<file path="config.mk">
export PLATFORM = sky130hd
export DESIGN_NAME = multicycle_ctrl
export DESIGN_NICKNAME = d
export VERILOG_FILES = /design/src/rtl/gP.sv /design/src/rtl/ctrl_decode.sv /design/src/rtl/multicycle_ctrl.sv
export SDC_FILE = /design/constraint.sdc
export NUM_CORES = 1
export LEC_CHECK = 0
export CAP_MARGIN = 20
export CELL_PAD_IN_SITES_DETAIL_PLACEMENT = 1
export CELL_PAD_IN_SITES_GLOBAL_PLACEMENT = 2
export CORE_UTILIZATION = 24
export DETAILED_ROUTE_END_ITERATION = 8
export GPL_TIMING_DRIVEN = 0
export HOLD_SLACK_MARGIN = 0.06
export PLACE_DENSITY = 0.79
export SLEW_MARGIN = 20
export SYNTH_ARGS = -nofsm -noshare
export SYNTH_HDL_FRONTEND = slang
export SYNTH_SLANG_ARGS = --single-unit
export TNS_END_PERCENT = 20
</file>
<file path="constraint.sdc">
create_clock -name Clock -period 1.4 [get_ports Clock]
set_input_delay 0.14 -clock Clock [delete_from_list [all_inputs] [get_ports Clock]]
set_output_delay 0.14 -clock Clock [all_outputs]
set_load 0.005 [all_outputs]
</file>
<file path="src/rtl/gP.sv">
// Shared types and encodings for the multi-cycle control sequencer.
package gP;

    typedef enum logic [2:0] {
        S_IDLE   = 3'd0,
        S_FETCH  = 3'd1,
        S_DECODE = 3'd2,
        S_EXEC   = 3'd3,
        S_MEM    = 3'd4,
        S_WB     = 3'd5,
        S_TRAP   = 3'd7
    } ctrl_state_t;

    typedef enum logic [3:0] {
        OP_LW  = 4'h0,
        OP_SW  = 4'h1,
        OP_ADD = 4'h2,
        OP_SUB = 4'h3,
        OP_INV = 4'h4,
        OP_LSL = 4'h5,
        OP_LSR = 4'h6,
        OP_AND = 4'h7,
        OP_OR  = 4'h8,
        OP_SLT = 4'h9,
        OP_BEQ = 4'hB,
        OP_BNE = 4'hC,
        OP_JMP = 4'hD
    } opcode_t;

    localparam logic [1:0] ALU_ADD   = 2'b00;
    localparam logic [1:0] ALU_SUB   = 2'b01;
    localparam logic [1:0] ALU_RTYPE = 2'b10;

    localparam logic [1:0] PC_SEQ    = 2'b00;
    localparam logic [1:0] PC_BRANCH = 2'b01;
    localparam logic [1:0] PC_JUMP   = 2'b10;

    localparam logic [1:0] FC_NONE    = 2'b00;
    localparam logic [1:0] FC_ILLEGAL = 2'b01;
    localparam logic [1:0] FC_TIMEOUT = 2'b10;

endpackage

</file>
<file path="src/rtl/ctrl_decode.sv">
// Combinational opcode classifier; anything outside the opcode map is illegal.
module ctrl_decode
    import gP::*;
(
    input  logic [3:0] opcode_i,
    output logic       is_lw,
    output logic       is_sw,
    output logic       is_rtype,
    output logic       is_beq,
    output logic       is_bne,
    output logic       is_jmp,
    output logic       is_illegal
);

    always_comb begin
        is_lw      = 1'b0;
        is_sw      = 1'b0;
        is_rtype   = 1'b0;
        is_beq     = 1'b0;
        is_bne     = 1'b0;
        is_jmp     = 1'b0;
        is_illegal = 1'b0;
        case (opcode_i)
            OP_LW:  is_lw  = 1'b1;
            OP_SW:  is_sw  = 1'b1;
            OP_ADD, OP_SUB, OP_INV, OP_LSL,
            OP_LSR, OP_AND, OP_OR,  OP_SLT: is_rtype = 1'b1;
            OP_BEQ: is_beq = 1'b1;
            OP_BNE: is_bne = 1'b1;
            OP_JMP: is_jmp = 1'b1;
            default: is_illegal = 1'b1;
        endcase
    end

endmodule

</file>
<file path="src/rtl/multicycle_ctrl.sv">
// Multi-cycle instruction sequencer: fetch/decode/exec/mem/writeback with
// memory handshake, access timeout and illegal-opcode trap.
module multicycle_ctrl
    import gP::*;
#(
    parameter int MEM_TIMEOUT = 15
) (
    input  logic       Clock,
    input  logic       Reset_n,
    input  logic [3:0] OPCODE,
    input  logic       Zero,
    input  logic       MemReady,
    output logic       MemReq,
    output logic       IRWrite,
    output logic       PCWrite,
    output logic [1:0] PCSrc,
    output logic       JMP,
    output logic       BEQ,
    output logic       BNE,
    output logic       MRead,
    output logic       MWrite,
    output logic       ALUsrc,
    output logic       RegDst,
    output logic       M2R,
    output logic       RegWrite,
    output logic [1:0] ALU_OP,
    output logic       InstrDone,
    output logic       Fault,
    output logic [1:0] FaultCode,
    output logic [2:0] State
);

    localparam int CW = $clog2(MEM_TIMEOUT + 1);
    localparam logic [CW-1:0] TMO_LAST = CW'(MEM_TIMEOUT - 1);

    ctrl_state_t   state_q, state_d;
    logic [CW-1:0] cnt_q, cnt_d;
    logic [1:0]    fcode_q, fcode_d;
    logic          is_lw, is_sw, is_rtype, is_beq, is_bne, is_jmp, is_illegal;
    logic          tmo_hit;

    ctrl_decode u_dec (
        .opcode_i  (OPCODE),
        .is_lw     (is_lw),
        .is_sw     (is_sw),
        .is_rtype  (is_rtype),
        .is_beq    (is_beq),
        .is_bne    (is_bne),
        .is_jmp    (is_jmp),
        .is_illegal(is_illegal)
    );

    // A ready in the final allowed wait cycle still completes the access.
    assign tmo_hit   = !MemReady && (cnt_q == TMO_LAST);
    assign FaultCode = fcode_q;
    assign State     = state_q;

    always_ff @(posedge Clock or negedge Reset_n) begin
        if (!Reset_n) begin
            state_q <= S_IDLE;
            cnt_q   <= '0;
            fcode_q <= FC_NONE;
        end else begin
            state_q <= state_d;
            cnt_q   <= cnt_d;
            fcode_q <= fcode_d;
        end
    end

    always_comb begin
        state_d   = state_q;
        cnt_d     = '0;
        fcode_d   = fcode_q;
        MemReq    = 1'b0;
        IRWrite   = 1'b0;
        PCWrite   = 1'b0;
        PCSrc     = PC_SEQ;
        JMP       = 1'b0;
        BEQ       = 1'b0;
        BNE       = 1'b0;
        MRead     = 1'b0;
        MWrite    = 1'b0;
        ALUsrc    = 1'b0;
        RegDst    = 1'b0;
        M2R       = 1'b0;
        RegWrite  = 1'b0;
        ALU_OP    = ALU_ADD;
        InstrDone = 1'b0;
        Fault     = 1'b0;
        case (state_q)
            S_IDLE: state_d = S_FETCH;
            S_FETCH: begin
                MemReq = 1'b1;
                MRead  = 1'b1;
                if (MemReady) begin
                    IRWrite = 1'b1;
                    PCWrite = 1'b1;
                    state_d = S_DECODE;
                end else if (tmo_hit) begin
                    state_d = S_TRAP;
                    fcode_d = FC_TIMEOUT;
                end else begin
                    cnt_d = cnt_q + 1'b1;
                end
            end
            S_DECODE: begin
                if (is_illegal) begin
                    state_d = S_TRAP;
                    fcode_d = FC_ILLEGAL;
                end else if (is_jmp) begin
                    JMP       = 1'b1;
                    PCWrite   = 1'b1;
                    PCSrc     = PC_JUMP;
                    InstrDone = 1'b1;
                    state_d   = S_FETCH;
                end else begin
                    state_d = S_EXEC;
                end
            end
            S_EXEC: begin
                state_d = S_FETCH;
                if (is_lw || is_sw) begin
                    ALUsrc  = 1'b1;
                    state_d = S_MEM;
                end else if (is_rtype) begin
                    ALU_OP  = ALU_RTYPE;
                    RegDst  = 1'b1;
                    state_d = S_WB;
                end else if (is_beq || is_bne) begin
                    ALU_OP    = ALU_SUB;
                    BEQ       = is_beq;
                    BNE       = is_bne;
                    PCSrc     = PC_BRANCH;
                    PCWrite   = is_beq ? Zero : !Zero;
                    InstrDone = 1'b1;
                end
            end
            S_MEM: begin
                MemReq = 1'b1;
                ALUsrc = 1'b1;
                MRead  = is_lw;
                MWrite = is_sw;
                if (MemReady) begin
                    InstrDone = is_sw;
                    state_d   = is_sw ? S_FETCH : S_WB;
                end else if (tmo_hit) begin
                    state_d = S_TRAP;
                    fcode_d = FC_TIMEOUT;
                end else begin
                    cnt_d = cnt_q + 1'b1;
                end
            end
            S_WB: begin
                RegWrite  = 1'b1;
                InstrDone = 1'b1;
                M2R       = is_lw;
                RegDst    = is_rtype;
                ALU_OP    = is_rtype ? ALU_RTYPE : ALU_ADD;
                state_d   = S_FETCH;
            end
            S_TRAP: Fault = 1'b1;
            default: state_d = S_IDLE;
        endcase
    end

endmodule
</file>
-- Yosys cells after proc, flatten, opt, wreduce, memory -nomap -nowiden
Cells that the tools add are included.
- register bits: 9
- input port bits: 8
- output and inout port bits: 23
- word-level logic and storage cells: 105
- add/subtract/negate cells: 1
- equality and inequality tests: 22
- mux-type cells: 66
- reductions and logical operators: 13
- operators by type and width (kind ; count):
    $mux 1 ; 38
    $eq 4x4->1 const B ; 6
    $mux 3 ; 7
    $mux 2 ; 9
    $pmux 3 s6 ; 1
    $eq 4x3->1 const B ; 4
    $reduce_or 13->1 ; 1
    $mux 4 ; 3
    $pmux 2 s2 ; 3
    $eq 3x3->1 const B ; 3
    $eq 4x2->1 const B ; 2
    $reduce_or 8->1 ; 1
    $eq 3x2->1 const B ; 2
    $pmux 1 s2 ; 3
    $add 4x1->4 const B ; 1
    $eq 4x1->1 const B ; 1
    $logic_not 4->1 ; 1
    $ne 2x2->1 const B ; 2
    $pmux 1 s4 ; 1
    $reduce_and 4->1 ; 1
    $reduce_or 2->1 ; 2
    $eq 3x1->1 const B ; 1
    $logic_not 3->1 ; 1
    $pmux 1 s3 ; 1
    5 further kinds ; 7

-- Longest topological paths before layout
- word-level depth: 7
- mapped depth: 5

-- By module
From an unflattened synthesis, not the netlist that was laid out.
- cell total of the unflattened synthesis: 102
- area total of the unflattened synthesis: 773.2 um^2
- modules (own cells, without submodules) (module ; instances ; cells an instance ; area each (um^2) ; seq. area each (um^2)):
    multicycle_ctrl ; 1 ; 91 ; 708.2 ; 225.2
    ctrl_decode ; 1 ; 11 ; 65.1 ; 0.0

-- Least setup slack after synthesis
No wires, ideal clock.
- path type: register to output
- start point: reg state_q[2] (netlist: State[2])
- end point: out InstrDone
- arrival time: 1.224 ns
- slack: 0.036 ns
- stages on the path, launching flop included: 5
- cells stage by stage: dfrtp_1 buf_6 nor3b_1 and4_1 a2111o_1
- longest elaborated chain between the ends: 2
- ends and longest elaborated chain (what ; line ; text):
    from (decl) ; multicycle_ctrl.sv:36 ; ctrl_state_t state_q, state_d;
    from (signal assigned) ; multicycle_ctrl.sv:64 ; state_q <= state_d;
    $eq 3x3->1 or $eq 3x2->1 (tied branches) ; multicycle_ctrl.sv:90 ; case (state_q)
    $pmux 1 s4 * ; multicycle_ctrl.sv:90 ;
    to (decl) ; multicycle_ctrl.sv:27 ; output logic InstrDone,
Every way passes the cells marked *; elsewhere a longest branch is shown, timed or not.

-- Worst setup path after layout
Ends and elaborated chain as after synthesis.

==> qor.yml <==
status:
  outcome: "complete, but fails checks"
  violations: "setup timing"
sta:
  finalCritPeriodShare_pct: 124
  rsz0062_at_grt: "yes"
  timing.final.ws_setup_ns: -0.331
  fin_worst_skew_ns: 0.000973
  hold_ws_ns: 0.181
  period_minus_slack_ns: 1.73
  hold_violations: 0
  slew_viol_final: 0
  setup_viol: 22
  fmaxAchievable_mhz: 578
  max_slew_margin_pct: 64.1
  tightestPinTransition_ns: 0.534
detailed_routing:
  num_vias: 919
  drt-pass1-iter-count: 4
  postRouteAntennaNets: 0
  wl_per_cell_um: 16.1
  routed_wl_mm: 3.07
  via_per_inst: 4.81
  drt_iter0_drc: 18
  drc: 0
clocking:
  path_clk_slew_ns: 0.06
  worstSkewPairLatency_ns: 0.26
  h-tree-depth: 1
  cts-root-buf: "clkbuf_4"
  cts_tree: "built"
  clockBufferDepth: 2
  cts_sinks: 9
  cts_buffers: 3
die:
  fp-row-count: 20
  initial_utilization_pct: 25.2
  ios: 31
  fp.coreArea_um2: 3050
  die_h_um: 58.7
  die_area_um2: 3440
  dieWidth_um: 58.7
worst_setup_path:
  end_kind: "output port"
  reg2reg_slack_ns: -0.15
  required_ns: 1.26
  crit_arrival_ns: 1.59
  start_kind: "flop"
  crit_fanout: 6
  setup.worst_path.class: "flop to output port"
grt:
  grt_pass1_vias: 925
  grt_usage_pct: 16.5
  grt_pass1_wl_mm: 4.28
  grt-ovfl-total: 0
  grt_start_max_net_pins: 11
  antenna_found_initial: 0
run:
  maxCapViolCount: 0
yosys:
  syn_avg_cell_area_um2: 8.76
  synth_warnings: 0
  ys_seq_area_share_pct: 29.2
  syn_nets: 98
  syn-cell-area_um2: 771
  synthTopCellsByArea: "dfrtp_1, nor2_1, nand4b_1, ha_1, buf_6"
  ys_ff_latch: 9
  yosysTopAreaCellShare_pct: 29.2
  synth_cell_types: 42
  yosys.area.top_type: "dfrtp_1"
  synthCells: 88
cells_and_area:
  fin_nets: 158
  final_common_cell: "buf_4"
  syn_to_final_growth_pct: 91.4
  final_cell_mix: "buf_4, buf_2, buf_6"
  diodes: 0
  layout-drive-gt1-share_pct: 54.4
placement:
  place_congestion: 0.734
  place.port_buffers: 30
  post-place-ws_ns: -0.739
  dpl.hpwl_mm: 1.69
power:
  leakagePower_nw: 0.704
  power_per_cell_area_nw_per_um2: 1680
  ir_drop_uv: 649
min_path:
  hold_class: "input pin to asynchronous set/reset pin"
[worst max-delay path: stages (launching register included)]
cell and delay (ns):
dfrtp_1 0.39, buf_6 0.14, nor3b_4 0.15, and4_1 0.19
a2111o_1 0.34, buf_2 0.13
[registers in the layout, indices dropped and copies added, names as in the netlist]
signal / flops
cnt_q: 4
FaultCode: 2
State: 3
[final cells by class]
class                           count  area, um^2
Fill cell                         362        1580
Multi-Input combinational cell     67         618
Timing Repair Buffer               55         455
Sequential cell                     9         226
Buffer                              6        71.3
Tap cell                           44        55.1
Clock buffer                        4        26.3
Inverter                            6        22.5
[synthesized netlist by cell type]
master	number
dfrtp_1	9
nor2_1	9
inv_1	6
nand2_1	4
nand4b_1	3
nor3_1	3
or3_1	3
a21oi_1	2
a31oi_1	2
and3_2	2
buf_2	2
buf_4	2
buf_6	2
ha_1	2
mux2i_1	2
nand2b_1	2
nand3_1	2
nand3b_1	2
nor3b_1	2
o21a_1	2
o21ai_0	2
xnor2_1	2
xor2_1	2
a2111o_1	1
a211o_1	1
a21oi_2	1
a32oi_1	1
and2_1	1
and3_1	1
and4_1	1
nor2b_1	1
nor3b_2	1
nor4b_1	1
nor4b_2	1
nor4bb_1	1
o2111ai_1	1
o22a_1	1
o311ai_0	1
o31ai_1	1
or2b_1	1
or3b_4	1
or4_1	1
[through the flow]
stage	instances	setup TNS, ns	power [mW]	utilization (%)	cell area [um^2]
floorplan	88	0	0.966	-	771
global placement	162	-10.30	1.44	36.9	1130
detailed placement	162	-10.34	1.45	36.9	1130
CTS	180	-3.18	2.01	42.5	1300
global route	191	-5.28	2.61	48.3	1480
finish	191	-3.73	2.47	48.3	1480
[routing by layer]
metal / GRT usage [%] / up-vias / routed length (um)
met5: 0 / - / 0
met4: 7.48 / 0 / 43
met3: 1.10 / 6 / 138
met2: 30.9 / 22 / 1640
met1: 19.2 / 452 / 1240
li1: - / 439 / -
[cell families (layout without fill, tap and decap cells)]
group	after synthesis	count (layout)	share of synthesized area (%)
adders and majority gates	2	2	3.25
buffers and inverters	12	71	9.09
xor gates and xnor gates	4	4	4.55
AOI/OAI and AO/OA	16	16	15.4
DFF	9	9	29.2
muxes	2	2	2.60
and+or+nand+nor	43	43	35.9
[where the power goes]
group / internal (mW) / switching, mW / total [mW]
clock network: 0.110 / 0.0920 / 0.202
logic: 1.07 / 0.822 / 1.89
registers: 0.320 / 0.0568 / 0.377
total: 1.50 / 0.971 / 2.47
[final timing paths]
| kind | startpoint | endpoint | cells past startpoint |
|---|---|---|---|
| min in group Clock | OPCODE[1] | FaultCode[0] | 3 |
| worst min-delay path | Reset_n | cnt_q[1] | 1 |
| max in group asynchronous | Reset_n | State[0] | 1 |
| worst max-delay path | State[2] | InstrDone | 5 |
| worst max register to register | State[2] | State[2] | 6 |
| worst min register to register | cnt_q[0] | cnt_q[0] | 1 |
[timing repair]
action / CTS / global route
gates resized for setup: 97 / 20
buffers inserted: 13 / 10
setup endpoints to repair: 21 / 27
cloned: 1 / 1
pin swaps: 12 / 11
hold buffers: 0 / 0
No activity file was read; power rests on OpenSTA's default activity.
==> patch (config.mk and constraints unchanged) <==
Put a register stage on the output `Fault`, with the module's reset. The value now appears one clock later. The other outputs are not delayed to match.
--- a/src/rtl/multicycle_ctrl.sv
+++ b/src/rtl/multicycle_ctrl.sv
@@ -34,2 +34,4 @@
     localparam logic [CW-1:0] TMO_LAST = CW'(MEM_TIMEOUT - 1);
+
+    logic Fault_d;
 
@@ -88,3 +90,3 @@
         InstrDone = 1'b0;
-        Fault     = 1'b0;
+        Fault_d   = 1'b0;
         case (state_q)
@@ -160,3 +162,3 @@
             end
-            S_TRAP: Fault = 1'b1;
+            S_TRAP: Fault_d = 1'b1;
             default: state_d = S_IDLE;
@@ -165,2 +167,10 @@
 
+    always_ff @(posedge Clock or negedge Reset_n) begin
+        if (!Reset_n) begin
+            Fault <= '0;
+        end else begin
+            Fault <= Fault_d;
+        end
+    end
+
 endmodule
Behaviour: not the same (Yosys sat finds a counterexample within 4 cycles, from zero or initial values and one cycle with Reset_n low).
==> patch against the unedited design <==
Fmax fell by 1.4%. First-iteration DRC count increased by 44%. Count of clock-buffer cells in the layout down 1. Cell area increased by 1.4%. Non-clock buffer count is 1 lower. Highest routed layer unchanged. Power down 2.1%. Area after synthesis is 4.7% higher. Worst setup slack got worse by 25 ps. Combinational power down 5%. Sequential cell count rose by 1. Wire length up 6.0%. Largest power group unchanged. The run still ends with setup timing left. Via count grew 8.2%.
==> patch: results (changes against the unedited design) <==
status: finished with violations (unchanged)
failing checks: setup timing (unchanged)
Seq. pwr: 0.000433 W (was 0.000377 W)
DRT iter0 DRCs: 26 (was 18)
Repair and plain buffers: 60 (was 61)
Pint: 0.001423 W (was 0.001502 W)
number of global-route vias before repair: 995 (was 925)
slew margin rel.: 68.12% (was 64.11%)
PortBufs: 29 (was 30)
clk_skew: 9.070 ps (was 0.9729 ps)
WP data arrival: 1620 ps (was 1590 ps)
share of layout cells above drive strength 1: 49.36% (was 54.42%)
Commonest cells post-synth: nor2_1, dfrtp_1, a21oi_1 (was dfrtp_1, nor2_1, inv_1)
Reg area: 251.5 sq um (was 226.5 sq um)
Max VDD drop: 0.5585 mV (was 0.6493 mV)
Non-clock inverters: 4 (was 6)
met2 Use GR: 33.33% (was 30.87%)
vias: 994 (was 919)
CLK BUF: 3 (was 4)
RePlAce Congestion: 0.7630 (was 0.7339)
Compound-Gate Fraction of Synth Area: 18.60% (was 15.42%)
Synth Area in Adders: 6.202% (was 3.247%)
final net count: 170 (was 158)
leak pwr: 0.6971 nW (was 0.7045 nW)
Comb power: 0.00179 W (was 0.00189 W)
post-synthesis xor/xnor area fraction: 2.171% (was 4.545%)
Synth cell types: 40 (was 42)
total track usage: 19.09% (was 16.54%)
final wirelength: 3249 microns (was 3066 microns)
comb_multi_in: 79 (was 67)
DP Wirelength: 2009 microns (was 1688 microns)
first-pass GRT wire length: 5043 microns (was 4284 microns)
post-synthesis mux area share: 0% (was 2.597%)
Switching Power: 0.0009981 W (was 0.0009707 W)
multi-input combinational area share: 41.92% (was 41.90%)
Fillers: 380 (was 362)
routing usage on met1: 23.84% (was 19.24%)
clk sinks: 10 (was 9)
setup ws final: -356.1 ps (was -331.5 ps)
post-CTS setup buffer count: 16 (was 13)
met1 WL: 1405 microns (was 1239 microns)
M3 GR Usage: 4.113% (was 1.099%)
critical path fanouts, max: 4 (was 6)
Syn. warnings: 0 (unchanged)
WL met2: 1730 microns (was 1644 microns)
Slowest Stage Delay on Critical Path: 410 ps (was 390 ps)
Setup violations, final: 21 (was 22)
met3 wire len: 103 microns (was 138 microns)
clk cell area share: 1.506% (was 1.781%)
post-synthesis sequential area ratio: 31.01% (was 29.22%)
Signal buf overhead: 34.73% (was 35.71%)
## patch: cell types whose count changed after synthesis, moves of 3 or more
cell and delta:
a21oi_1 +6, nor2_1 +4, clkbuf_1 +3, nand2_1 +3, nand2b_1 +3
## patch: worst paths after layout
check / cells past startpoint / to / from / slack [ps]
setup / recovery: 7 / InstrDone / State[2] / -360
setup reg to reg: 7 / State[2] / State[2] / -140
hold reg to reg: 1 / cnt_q[0] / cnt_q[0] / 500
min in group Clock: 4 / FaultCode[1] / OPCODE[1] / 230
hold / removal: 1 / cnt_q[2] / Reset_n / 200
max in group asynchronous: 1 / State[1] / Reset_n / 860
## patch: through the flow
stage	area, sq um	TNS [ps]	setup WS [ps]	instances
3_3_place_gp	1154	-11950	-926.3	173
6_report	1495	-4127	-356.1	200
2_1_floorplan	808.3	0	49.21	100
3_5_place_dp	1154	-11940	-903.1	173
4_1_cts	1400	-3652	-341.2	192
5_1_grt	1495	-5844	-458.4	200
